`src/rtl/prog_rom_loader.sv`:
```
// Program ROM loader: receives a program as a byte stream into a DEPTH x 8 memory,
// optionally verifies a trailing checksum, then serves instructions to the core and gates its run.
module prog_rom_loader #(
    parameter int ADDR_W   = 4,
    parameter int CHECKSUM = 1
) (
    input  logic              clk,
    input  logic              n_rst,
    input  logic              load_req,
    input  logic              in_valid,
    input  logic [7:0]        in_data,
    output logic              in_ready,
    input  logic [ADDR_W-1:0] addr,
    output logic [3:0]        opecode,
    output logic [3:0]        imm,
    output logic              cpu_run,
    output logic              load_done,
    output logic              load_err
);

    localparam int DEPTH = 2 ** ADDR_W;

    typedef enum logic [1:0] {
        IDLE  = 2'd0,
        LOAD  = 2'd1,
        CHECK = 2'd2,
        RUN   = 2'd3
    } state_t;

    state_t            state;
    state_t            next_state;
    logic [7:0]        mem [DEPTH];
    logic [ADDR_W-1:0] wr_ptr;
    logic [7:0]        sum;
    logic [7:0]        sum_next;
    logic              accept;
    logic              last_byte;
    logic              sum_ok;
    logic              start_load;

    assign accept    = in_valid && in_ready;
    assign last_byte = (wr_ptr == ADDR_W'(DEPTH - 1));
    assign sum_next  = sum + in_data;
    assign sum_ok    = (sum_next == 8'h00);

    always_comb begin
        next_state = state;
        in_ready   = 1'b0;
        start_load = 1'b0;
        case (state)
            IDLE: begin
                if (load_req) begin
                    next_state = LOAD;
                    start_load = 1'b1;
                end
            end
            LOAD: begin
                in_ready = 1'b1;
                if (accept && last_byte) begin
                    if (CHECKSUM != 0) begin
                        next_state = CHECK;
                    end else begin
                        next_state = RUN;
                    end
                end
            end
            CHECK: begin
                in_ready = 1'b1;
                if (accept) begin
                    if (sum_ok) begin
                        next_state = RUN;
                    end else begin
                        next_state = IDLE;
                    end
                end
            end
            RUN: begin
                if (load_req) begin
                    next_state = LOAD;
                    start_load = 1'b1;
                end
            end
            default: next_state = IDLE;
        endcase
    end

    // cpu_run and load_done look at next_state so they are valid in the first RUN cycle.
    always_ff @(posedge clk or negedge n_rst) begin
        if (!n_rst) begin
            state     <= IDLE;
            cpu_run   <= 1'b0;
            load_done <= 1'b0;
        end else begin
            state     <= next_state;
            cpu_run   <= (next_state == RUN);
            load_done <= (next_state == RUN) && (state != RUN);
        end
    end

    always_ff @(posedge clk or negedge n_rst) begin
        if (!n_rst) begin
            wr_ptr   <= '0;
            sum      <= 8'h00;
            load_err <= 1'b0;
        end else begin
            if (start_load) begin
                wr_ptr   <= '0;
                sum      <= 8'h00;
                load_err <= 1'b0;
            end else if (state == LOAD && accept) begin
                wr_ptr <= wr_ptr + ADDR_W'(1);
                sum    <= sum_next;
            end else if (state == CHECK && accept && !sum_ok) begin
                load_err <= 1'b1;
            end
        end
    end

    // Reset wipes the whole program so a half-loaded image can never run.
    always_ff @(posedge clk or negedge n_rst) begin
        if (!n_rst) begin
            for (int i = 0; i < DEPTH; i++) begin
                mem[i] <= 8'h00;
            end
        end else if (state == LOAD && accept) begin
            mem[wr_ptr] <= in_data;
        end
    end

    always_comb begin
        opecode = 4'h0;
        imm     = 4'h0;
        if (state == RUN) begin
            opecode = mem[addr][7:4];
            imm     = mem[addr][3:0];
        end
    end

endmodule

```
`config.mk`:
```
export PLATFORM = sky130hd
export DESIGN_NAME = prog_rom_loader
export DESIGN_NICKNAME = d
export VERILOG_FILES = /design/src/rtl/prog_rom_loader.sv
export SDC_FILE = /design/constraint.sdc
export NUM_CORES = 1
export LEC_CHECK = 0
export ABC_AREA = 0
export BUFFER_PORTS_ARGS = -buffer_cell sky130_fd_sc_hd__buf_2
export CORE_ASPECT_RATIO = 1.25
export CORE_MARGIN = 8
export CORE_UTILIZATION = 50
export DETAILED_ROUTE_END_ITERATION = 10
export PLACE_DENSITY = 0.67
export SLEW_MARGIN = 30
export SYNTH_ARGS = -nofsm -noshare
export SYNTH_HDL_FRONTEND = slang
export SYNTH_SLANG_ARGS = --single-unit
```
`constraint.sdc`:
```
create_clock -name clk -period 2.7 [get_ports clk]
set_input_delay 0 -clock clk [delete_from_list [all_inputs] [get_ports clk]]
set_output_delay 0 -clock clk [all_outputs]
set_load 0.02 [all_outputs]
```
==> results of run 1 <==
## cell usage in the layout (no fill, tap or decap), types with 2 or more instances in the layout
| cell type | count |
|---|---|
| dfrtp_1 | 145 |
| buf_4 | 18 |
| buf_12 | 2 |
| clkbuf_16 | 17 |
| xor2_1 | 2 |
| or3_1 | 2 |
| o21ai_1 | 2 |
| nand2b_1 | 5 |
| nand3_1 | 4 |
| ha_1 | 15 |
| clkinvlp_4 | 5 |
| nand2_1 | 20 |
| buf_2 | 26 |
| clkinv_2 | 2 |
| inv_1 | 10 |
| mux4_2 | 40 |
| a21oi_1 | 11 |
| bufinv_16 | 2 |
| and3b_1 | 2 |
| nor2b_1 | 3 |
| nor3_1 | 5 |
| o22ai_1 | 3 |
| nor2_1 | 33 |
| a211oi_2 | 2 |
| and2_1 | 10 |
| a211oi_1 | 2 |
| o21ai_0 | 4 |
| xnor2_1 | 5 |
| o21ba_2 | 2 |
| mux2_2 | 128 |
| inv_6 | 3 |
## worst register-to-register path: cells and delay by family, from the launching register on
family / cells / cell delay (ps)
AOI/OAI and AO/OA: 4 / 810
adders and majority gates: 2 / 650
and+or+nand+nor: 2 / 480
DFF: 1 / 390
## kinds of logic after synthesis
logic type | Yosys count | synth area share [%]
buf+inv | 33 | 2.13
simple gates | 90 | 6.13
flops | 145 | 51.4
compound gates | 36 | 3.40
fa+ha+maj | 16 | 2.94
mux | 168 | 33.2
xor+xnor | 7 | 0.868
## path summary, 6_finish.rpt
path	start	end	slack (ps)	depth (start not counted)
max in group asynchronous	n_rst	mem[92]$_DFFE_PN0P_	1730	3
worst max-delay path	sum[0]$_DFFE_PN0P_	load_done$_DFF_PN0_	280	8
worst max register to register	sum[0]$_DFFE_PN0P_	load_done$_DFF_PN0_	280	8
min in group asynchronous	n_rst	sum[7]$_DFFE_PN0P_	120	2
worst min-delay path	in_data[0]	mem[112]$_DFFE_PN0P_	80	2
worst min register to register	mem[105]$_DFFE_PN0P_	mem[105]$_DFFE_PN0P_	500	1
## where the power goes
part           internal [mW]  total (mW)  leakage (nW)  switching [mW]
clock network           1.38        2.28         0.268           0.901
registers               2.55        2.75          1.97           0.205
logic                  0.743        1.49          1.58           0.750
## sequential cells by signal, summed over array words and instances (netlist names)
name       flops
load_err       1
state          2
wr_ptr         4
load_done      1
sum            8
mem          128
cpu_run        1
## metal layers
layer | vias up | GRT usage (%)
li1 | 1910 | -
met1 | 2214 | 22.8
met2 | 73 | 29.6
met3 | 24 | 3.90
met4 | 0 | 7.57
met5 | - | 0
## per-stage QoR
step	instance area, µm²	utilization, %
after CTS	8070	58.4
final	8080	58.5
after global routing	8080	58.5
after global placement	7490	54.2
after floorplan	7060	-
after detailed placement	7490	54.2
## repair_timing
| action | CTS | global route |
|---|---|---|
| endpoints found under the hold margin | 56 | 0 |
| setup endpoints to repair | 0 | 1 |
| resized for setup | 0 | 1 |
| hold buffers | 1 | 0 |
## final cells by class
type                    instances  area (µm²)  area share (%)
repair buffers                 48         327            4.04
clock inverters                12         134            1.66
inverters                      10        37.5           0.465
flip-flops and latches        145        3630            44.9
clock buffers                  19         443            5.48
well taps                     175         219            2.71
multi-input cells             317        3290            40.7
==> impl_metrics.yaml, run 1 <==
run_status:
  outcome: "completed"
detailed_routing:
  wl_met1_um: 6550
  firstDrtPassIters: 4
  ant_nets: 0
  post_drt_wl_per_cell_um: 21.0
  drt-initial-drc-count: 257
  drc: 0
  wl_met3_um: 551
  via_per_inst: 5.81
  dr_wl_met2_um: 7830
  dr_total_vias: 4221
  drt_wl_total_um: 15300
  top_layer: "met4"
synthesis:
  async_reset_ff_share_pct: 100
  synth_seq_area_share_pct: 51.4
  synth_common_cells: "dfrtp_1 (145), mux2_2 (128), mux4_2 (40)"
  synth_edf_count: 0
  synth-main-ff-cell: "dfrtp_1"
  synthesis.nets: 527
  synth.cell_area_mm2: 0.00706
  synth.largest_area_cell: "dfrtp_1"
  syn_area_per_cell_um2: 14.3
  ys_ff_latch: 145
  postSynthCellCount: 495
  yosys-top-cells-area: "dfrtp_1 (51%), mux2_2 (20%), mux4_2 (13%), ha_1 (2.7%), nor2_1 (1.8%)"
  yosys_warnings: 0
  synth_most_common_cell: "dfrtp_1"
  synth_top_area_share_pct: 51.4
  synth_cell_type_count: 44
timing:
  fin_crit_sh_pct: 89.8
  grt_setup_unrepaired: "no"
  hold_viol: 0
  relSlewSlack_pct: 63.2
  post-route-min-period_ps: 2420
  setup_violations: 0
  hold_ws_ps: 75.4
  timing.final.ws_setup_ps: 276
  max_slew.worst_pin.slew_ps: 552
  final.setup_skew_ps: 6.67
  fmax_ghz: 0.413
  tns_ps: 0
  maxSlewViolCount: 0
critical_path:
  crit_type: "register to register"
  crit_buf_inv: 0
  required_ps: 3020
  cp-start-kind: "register"
  end_kind: "register"
  cp_slowest_stage_delay_ps: 430
  arrival_ps: 2750
  crit_chain: "ha_1, fa_1, a211oi_2, o21ba_2, o22ai_1, nor4b_1, a31oi_1, nor3_1"
  cp_slowest_cell: "fa_1"
  crit_family: "compound AO/OA/AOI/OAI gates"
  crit_fanout: 4
hold_path:
  hold_path.class: "input port to register"
global_routing:
  grt_pass1_vias: 4653
  grt.total_usage_pct: 18.1
  grt_max_degree: 59
  grt_pass1_wl_um: 25100
  grt-ovfl-total: 0
  antenna_found_initial: 0
die:
  die_w_um: 122
  rows: 48
  core_area_mm2: 0.0138
  die_h_um: 149
  start_util_pct: 51.1
  io_pins: 28
  dieArea_mm2: 0.0182
placed_design:
  gp_congestion: 0.856
  place_inst: 694
  dp_worst_setup_slack_ps: 167
  dp_hpwl_um: 10400
  io_buffer_count: 27
final_layout:
  final_cells: 726
  final_nets: 571
  drive_gt1_share_pct: 45.6
  num_antenna_cells: 0
  syn_to_final_growth_pct: 14.4
  final.fill_count: 1076
clock_tree:
  cts_made_buffers: 17
  cts_tree: "built"
  htreeDepth: 4
  cts-root-buf: "clkbuf_16"
  clock-sinks: 145
  clk_latency_ps: 410
  clk_pin_slew_worst_paths_ps: 60
  postCtsSetupRepairBufs: 0
  ctsLongestPathBuffers: 2
power_and_ir_drop:
  p_total_mw: 6.53
  p_leak_nw: 3.82
  pwr_density_cell_mw_per_mm2: 808
  worst_ir_drop_vdd_uv: 359
run:
  cap_viol_max_count: 0
(Power assumes the default switching activity.)
==> run 2, diff against run 1 <==
--- a/config.mk
+++ b/config.mk
@@ -12,6 +12,7 @@
 export CORE_UTILIZATION = 50
 export DETAILED_ROUTE_END_ITERATION = 10
 export PLACE_DENSITY = 0.67
+export REMOVE_ABC_BUFFERS = 1
 export SLEW_MARGIN = 30
 export SYNTH_ARGS = -nofsm -noshare
 export SYNTH_HDL_FRONTEND = slang
==> impl_metrics.yaml, run 2 (synthesized netlist as in run 1, its figures left out) <==
detailed_routing:
  firstDrtPassIters: 5
  dr_total_vias: 4274
  ant_nets: 0
  drt_wl_total_um: 15500
  via_per_inst: 5.85
  post_drt_wl_per_cell_um: 21.2
  drt-initial-drc-count: 226
  drc: 0
timing:
  grt_setup_unrepaired: "no"
  max_slew.worst_pin.slew_ps: 768
  final.setup_skew_ps: 7.96
  hold_ws_ps: 71.1
  maxSlewViolCount: 0
  setup_violations: 0
  hold_viol: 0
  fmax_ghz: 0.423
  relSlewSlack_pct: 48.8
  tns_ps: 0
  post-route-min-period_ps: 2370
  fin_crit_sh_pct: 87.6
critical_path:
  r2r_cells: 8
  r2r-end: "load_done$_DFF_PN0_"
  arrival_ps: 2700
  crit_buf_inv: 0
  crit_chain: "ha_1, fa_1, a211oi_2, o21ba_2, o22ai_1, nor4b_1, a31oi_1, nor3_1"
  end_kind: "register"
  required_ps: 3040
  rrSetupSlack_ps: 330
  crit_family: "compound AO/OA/AOI/OAI gates"
  cp-start-kind: "register"
  crit_fanout: 4
  cp_slowest_stage_delay_ps: 430
  cp_slowest_cell: "fa_1"
  r2r-start: "sum[0]$_DFFE_PN0P_"
  crit_path_start: "sum[0]$_DFFE_PN0P_"
  crit_type: "register to register"
clock_tree:
  cts-root-buf: "clkbuf_16"
  ctsLongestPathBuffers: 2
  clk_pin_slew_worst_paths_ps: 60
  htreeDepth: 4
  cts_made_buffers: 17
  postCtsSetupRepairBufs: 0
  clock-sinks: 145
  clk_latency_ps: 410
  cts_tree: "built"
placed_design:
  place_inst: 698
  io_buffer_count: 27
  dp_hpwl_um: 10800
  gp_congestion: 0.863
final_layout:
  final_core_util_pct: 59.1
  regMostFlops: "mem"
  syn_to_final_growth_pct: 15.5
  layout_commonest_cell: "dfrtp_1"
  drive_gt1_share_pct: 45.6
  largestRegisters: "mem: 128 flops, sum: 8 flops, wr_ptr: 4 flops"
  num_antenna_cells: 0
  final_cells: 730
  final.fill_count: 1073
  final_nets: 575
  largest_register_ffs: 128
  layout_common_cells: "dfrtp_1 (145), mux2_2 (128), mux4_2 (40)"
hold_path:
  hold_end: "load_err$_DFFE_PN0P_"
  worstHoldStart: "in_valid"
  hold_path.class: "input port to register"
  min_path_cells: 4
run_status:
  outcome: "completed"
power_and_ir_drop:
  pwr_density_cell_mw_per_mm2: 825
  p_leak_nw: 3.87
  worst_ir_drop_vdd_uv: 504
  p_total_mw: 6.73
die:
  dieArea_mm2: 0.0182
  start_util_pct: 51.1
  core_area_mm2: 0.0138
  io_pins: 28
  die_w_um: 122
  rows: 48
  die_h_um: 149
run:
  cap_viol_max_count: 0
global_routing:
  grt_pass1_vias: 4641
  antenna_found_initial: 1
  grt.total_usage_pct: 18.7
  grt_pass1_wl_um: 25700
  grt_max_degree: 84
  grt-ovfl-total: 0
==> run 2: cell count changes in the layout (fill, tap and decap cells not counted), sizes merged <==
cell / previous run / this run
clkbuf: 19 / 20
buf: 47 / 51
clkinvlp: 5 / 3
clkinv: 2 / 1
bufinv: 2 / 4
==> run 2: worst max-delay path by stage <==
stage / end / slack (ps) / cells past startpoint
CTS: load_done$_DFF_PN0_ / 240 / 8
global route: load_done$_DFF_PN0_ / 80 / 8
detailed placement: load_done$_DFF_PN0_ / 250 / 8
global placement: load_done$_DFF_PN0_ / 320 / 8
finish: load_done$_DFF_PN0_ / 330 / 8
floorplan: load_done$_DFF_PN0_ / 430 / 8
==> run 2: per-stage QoR <==
stage | area [µm²] | setup slack [ps]
6_report | 8160 | 334
5_1_grt | 8160 | 81.9
4_1_cts | 8160 | 238
3_5_place_dp | 7530 | 247
3_3_place_gp | 7530 | 323
2_1_floorplan | 6950 | 431
==> run 2: layout make-up <==
cell class / instances / area [µm²] / share of cell area [%]
tap: 175 / 219 / 2.68
inverter: 10 / 37.5 / 0.460
multi-input combinational: 317 / 3290 / 40.3
clock buffer: 20 / 437 / 5.35
clock inverter: 11 / 180 / 2.21
timing repair buffer: 52 / 369 / 4.52
sequential: 145 / 3630 / 44.5
==> run 2: timing repair <==
action	CTS	global route
endpoints found under the hold margin	81	0
setup endpoints to repair	0	1
gates resized for setup	0	1
hold buffers	1	0
==> run 2: worst min-delay path, stage by stage <==
cell,delay (ps)
buf_2,120
nand2b_1,150
a311o_1,130
o21ai_1,50
==> run 2: metal layers <==
metal / track usage, % / wire length (µm) / share of wire [%] / up-vias
met3: 3.94 / 547 / 3.5 / 24
met1: 23.4 / 6600 / 43 / 2247
met5: 0 / 13 / 0.084 / -
met4: 7.15 / 299 / 1.9 / 2
met2: 31.3 / 8050 / 52 / 80
li1: - / - / - / 1921
==> run 2: power breakdown <==
group          leakage, nW  internal [mW]  switching [mW]  total [mW]
logic                 1.61          0.748           0.769        1.52
registers             1.97           2.55           0.207        2.76
clock network        0.289           1.55           0.907        2.46
